<file path="src/rtl/reg_file_sb.sv">
// reg_file_sb: 32 x DATA_W general-purpose register file with $0 tied to zero,
// two combinational read ports with write-first bypass, one write-back port,
// and a per-register pending-write scoreboard that raises the decode stall.
module reg_file_sb #(
    parameter int DATA_W = 32,
    parameter int CNT_W  = 2
) (
    input  logic              clk,
    input  logic              rst,
    input  logic [4:0]        rs_addr,
    input  logic [4:0]        rt_addr,
    input  logic              rs_used,
    input  logic              rt_used,
    output logic [DATA_W-1:0] rs_data,
    output logic [DATA_W-1:0] rt_data,
    input  logic              issue_valid,
    input  logic              issue_wr,
    input  logic [4:0]        issue_dst,
    input  logic              wb_en,
    input  logic [4:0]        wb_addr,
    input  logic [DATA_W-1:0] wb_data,
    output logic              stall,
    output logic              err_underflow
);

    localparam logic [CNT_W-1:0] CNT_MAX = '1;
    localparam logic [CNT_W-1:0] CNT_ONE = CNT_W'(1);

    logic [DATA_W-1:0] regs [32];
    logic [CNT_W-1:0]  cnt  [32];
    logic              err_q;

    logic              wb_live;
    logic              hz_rs;
    logic              hz_rt;
    logic              full;
    logic              accepted;
    logic [31:0]       inc_vec;
    logic [31:0]       dec_vec;

    // A write-back to $0 is a no-op everywhere: storage, bypass, scoreboard, error.
    assign wb_live = wb_en && (wb_addr != 5'd0);

    // Read ports: $0 reads zero, a same-cycle write-back wins over storage.
    always_comb begin
        rs_data = '0;
        rt_data = '0;
        if (rs_addr != 5'd0) begin
            if (wb_en && (wb_addr == rs_addr)) rs_data = wb_data;
            else                               rs_data = regs[rs_addr];
        end
        if (rt_addr != 5'd0) begin
            if (wb_en && (wb_addr == rt_addr)) rt_data = wb_data;
            else                               rt_data = regs[rt_addr];
        end
    end

    // Hazard detection: a source is clear if nothing is pending, or the only
    // pending write is retiring this cycle (its value arrives via the bypass).
    // The destination counter is full unless a write-back frees a slot now.
    always_comb begin
        hz_rs = rs_used && (rs_addr != 5'd0) && (cnt[rs_addr] != '0) &&
                !((cnt[rs_addr] == CNT_ONE) && wb_en && (wb_addr == rs_addr));
        hz_rt = rt_used && (rt_addr != 5'd0) && (cnt[rt_addr] != '0) &&
                !((cnt[rt_addr] == CNT_ONE) && wb_en && (wb_addr == rt_addr));
        full  = issue_wr && (issue_dst != 5'd0) && (cnt[issue_dst] == CNT_MAX) &&
                !(wb_en && (wb_addr == issue_dst));
        stall    = issue_valid && (hz_rs || hz_rt || full);
        accepted = issue_valid && !stall;
    end

    // One-hot increment/decrement requests; bit 0 is never set so cnt[0] stays 0.
    always_comb begin
        inc_vec = '0;
        dec_vec = '0;
        if (accepted && issue_wr && (issue_dst != 5'd0)) inc_vec[issue_dst] = 1'b1;
        if (wb_live && (cnt[wb_addr] != '0))            dec_vec[wb_addr]   = 1'b1;
    end

    // Register storage.
    always_ff @(posedge clk) begin
        if (rst) begin
            for (int i = 0; i < 32; i++) regs[i] <= '0;
        end else if (wb_live) begin
            regs[wb_addr] <= wb_data;
        end
    end

    // Pending-write counters: simultaneous issue and retire cancel out.
    always_ff @(posedge clk) begin
        if (rst) begin
            for (int r = 0; r < 32; r++) cnt[r] <= '0;
        end else begin
            for (int r = 0; r < 32; r++) begin
                case ({inc_vec[r], dec_vec[r]})
                    2'b10:   cnt[r] <= cnt[r] + CNT_ONE;
                    2'b01:   cnt[r] <= cnt[r] - CNT_ONE;
                    default: cnt[r] <= cnt[r];
                endcase
            end
        end
    end

    // Sticky flag for a write-back nobody was waiting on.
    always_ff @(posedge clk) begin
        if (rst)                                err_q <= 1'b0;
        else if (wb_live && (cnt[wb_addr] == '0)) err_q <= 1'b1;
    end

    assign err_underflow = err_q;

endmodule
</file>
<file path="config.mk">
export PLATFORM = sky130hd
export DESIGN_NAME = reg_file_sb
export DESIGN_NICKNAME = d
export VERILOG_FILES = /design/src/rtl/reg_file_sb.sv
export SDC_FILE = /design/constraint.sdc
export NUM_CORES = 2
export LEC_CHECK = 0
export ABC_CLOCK_PERIOD_IN_PS = 2930
export BUFFER_PORTS_ARGS = -buffer_cell sky130_fd_sc_hd__buf_2
export CORE_ASPECT_RATIO = 2
export CORE_MARGIN = 5
export CORE_UTILIZATION = 25
export DETAILED_ROUTE_END_ITERATION = 8
export GPL_TIMING_DRIVEN = 0
export PLACE_DENSITY = 0.38
export SETUP_SLACK_MARGIN = 0.4
export SYNTH_ARGS = -nofsm -noshare
export SYNTH_HDL_FRONTEND = slang
export SYNTH_SLANG_ARGS = --single-unit
export TNS_END_PERCENT = 1
</file>
<file path="constraint.sdc">
create_clock -name clk -period 2.93 [get_ports clk]
set_input_delay 0.293 -clock clk [delete_from_list [all_inputs] [get_ports clk]]
set_output_delay 0.293 -clock clk [all_outputs]
set_load 0.03 [all_outputs]
</file>
==> summary.txt <==
Final min period - 3557 ps
DR pass1 iterations - 6
Overflow after GRT - 0
R2R Path End - cnt[14][1]
Worst Path Max Fanout - 10
Fin. max-slew vios - 0
Critical Path Sink Type - flip-flop
Hold wc startpoint - wb_data[8]
Compound-Gate Fraction of Synth Area - 2.599%
Commonest cells in the netlist - edfxtp_1, and2_1, mux4_2
Root buf cell - clkbuf_16
Placed cells - 7,699
Ys flop type - edfxtp_1
Final hold vios - 0
Drt drc - 0
Synth Cell Area - 62,810 µm²
Worst setup margin - -626.6 ps
Int Pwr - 29.51 mW
GPL Wtd Cong - 0.9441
Largest family of logic cells by synthesized area - multiplexers
CTS Buffer Depth - 3
Status - complete, but fails checks
Yosys top cell area share - 52.01%
Post-synthesis sequential area ratio - 52.05%
Die Wd - 364.4 µm
RSZ-0062 raised after global routing - yes
R2R Setup Slk - -630 ps
Total GRT Usage - 23.47%
Area after DPL - 67,920 µm²
Port bufs - 109
Rel. slew slack - 0.8353%
Sw frac - 29.24%
Global-route wire length before repair - 407,500 µm
Total Nets Final - 4,814
Worst R2R Path Depth - 12
Mux cell area share after synthesis - 25.39%
Mapped Cells - 4,274
Crit path to - cnt[14][1]
Drt total wl - 314,400 µm
Post-synth cell types - 63
Pwr/cell area - 540.9 nW/µm²
Vias in the first global route - 43,680
CTS tree - yes
Largest net degree at the start of global routing - 33
CTS sink cnt - 1,089
Layout cells sized above 1 - 33.37%
CP Launch Type - flip-flop
Final count of negative-setup-slack endpoints - 1,077
Req. time, crit path - 3410 ps
Skew-Pair Late Insertion Delay - 780 ps
Top-count cell post-synth - edfxtp_1
Total number of H-tree levels - 3
Final Instance Area - 77,110 µm²
Hold crit path type - in2reg
Final ANT Viol Nets - 0
DR WL/cell - 38.99 µm
Yosys reg bits - 1,089
Synth Area in Simple Gates - 14.55%
Hpwl dp - 242,600 µm
Hold slack final - 81.31 ps
Via/cell ratio - 5.201
Area of the core - 250,500 µm²
P_sw - 12.20 mW
Reg clk slew, reported paths - 70 ps
Critical Path AT - 4030 ps
Area Overhead vs Synth - 22.76%
Top cells by area, synth - edfxtp_1, mux4_2, and2_1, mux2i_1, clkbuf_1
Clock power share - 36.3%
Top Ports - 125
Peak supply drop - 467.2 µV
Fmax - 281.2 MHz
Final Util - 30.78%
Number of max-cap violations - 1
Design Power - 41.71 mW
Synth Area in XOR/XNOR - 0.8506%
Logic pwr share - 19.2%
Die height - 718.9 µm
Crit path from - cnt[16][1]
Setup Crit Path Kind - reg2reg
Adder-Cell Fraction of Synth Area - 1.275%
Sequential power share - 44.5%
Area leader, netlist - edfxtp_1
Std cell rows - 260
Initial antenna violation count - 16
Non-filler cells, final - 8,064
Asr flop ratio synth - 0%
Failing checks - max-capacitance violations, negative setup slack
Synth Warn # - 0
Leakage power - 25.93 nW
Worst R2R Start - cnt[16][1]
Avg Cell Area, Syn - 14.70 µm²
DR vias - 41,940
CTS Buf Count - 109
Final period util - 121.4%
Setup Skew - 37.62 ps
Die footprint - 262,000 µm²
Post-synth EDFFs - 1,088
Initial Util - 25.08%
Tightest Pin Transition - 1487 ps
Initial drt markers - 3,682
-- sequential cells by signal (all words and copies together), names as in the netlist --
name,count
regs,1024
cnt,64
err_underflow,1
-- critical path, cell delays in order, from the launching register on --
cell	delay, ps
edfxtp_1	500
mux4_2	500
mux4_2	540
nand2b_4	180
a21oi_4	170
buf_6	130
o32ai_4	110
buf_6	190
buf_12	170
nor4_4	220
ha_2	260
nor2_1	60
o21bai_1	220
-- routing by layer --
layer,vias to the layer above,GRT usage [%],part of all wire [%]
li1,17180,-,-
met1,22350,23.61,33
met2,1763,44.94,54
met3,638,2.674,4.4
met4,2,15.50,8.5
met5,-,0,0.0041
-- cells in the final DEF (no fill, tap or decap), types with 32 or more instances in the layout --
cell type / netlist / layout
a211oi_1: 116 / 56
a21oi_1: 54 / 33
and2_1: 1019 / 1019
buf_12: 0 / 63
buf_2: 84 / 79
buf_4: 37 / 134
buf_6: 14 / 71
clkbuf_1: 293 / 236
clkbuf_16: 0 / 122
conb_1: 2 / 36
edfxtp_1: 1088 / 1088
mux2i_1: 153 / 100
mux2i_2: 0 / 32
mux4_2: 639 / 640
nand2_1: 49 / 47
nor2_1: 258 / 236
nor3_1: 60 / 47
-- power by group through the flow --
stage,Sequential [mW],Clock [mW],Combinational [mW]
2_1_floorplan,18.6,0,3.82
3_3_place_gp,18.9,0,6.69
3_5_place_dp,18.9,0,6.71
4_1_cts,18.6,15.4,7.74
5_1_grt,18.6,15.9,8.17
6_report,18.6,15.1,8.01
-- per-stage QoR --
stage               setup WS [ps]  TNS (ps)
finish                     -626.6   -145630
global placement            -3845  -2346280
CTS                        -616.1   -238760
global route               -652.7    -79190
floorplan                  -75.55     -4469
detailed placement          -3256  -2110820
-- repair_timing --
item,CTS,global route
hold endpoints to repair,28,0
hold buffers,28,0
pin swaps,70,82
resized for setup,772,206
gates cloned,4,2
endpoints found under the setup margin,2054,2096
setup buffers,100,22
-- cells by family after synthesis --
kind of cell | count (synthesis)
xor+xnor | 61
buf+inv | 456
mux | 793
flops | 1089
other cells | 2
simple gates | 1576
fa+ha+maj | 64
compound gates | 233
-- cell type report --
cell class                 count  area [µm²]
fill                       25040      173400
sequential                  1089       32690
multi-input combinational   2763       30190
tap                         3275        4098
buffer                       452        3896
clock buffer                 126        2791
timing repair buffer         272        2542
clock inverter                77       873.3
inverter                       4       15.01
antenna                        6       15.01
-- how the worst min path moves through the flow --
stage | endpoint | slack [ps] | cells after the start
floorplan | regs[1][31] | 490 | 1
global placement | err_underflow | 460 | 2
detailed placement | err_underflow | 460 | 2
CTS | regs[24][8] | 20 | 2
global route | regs[24][8] | 50 | 2
finish | regs[24][8] | 80 | 2
Power figures use the tool's default switching activity.
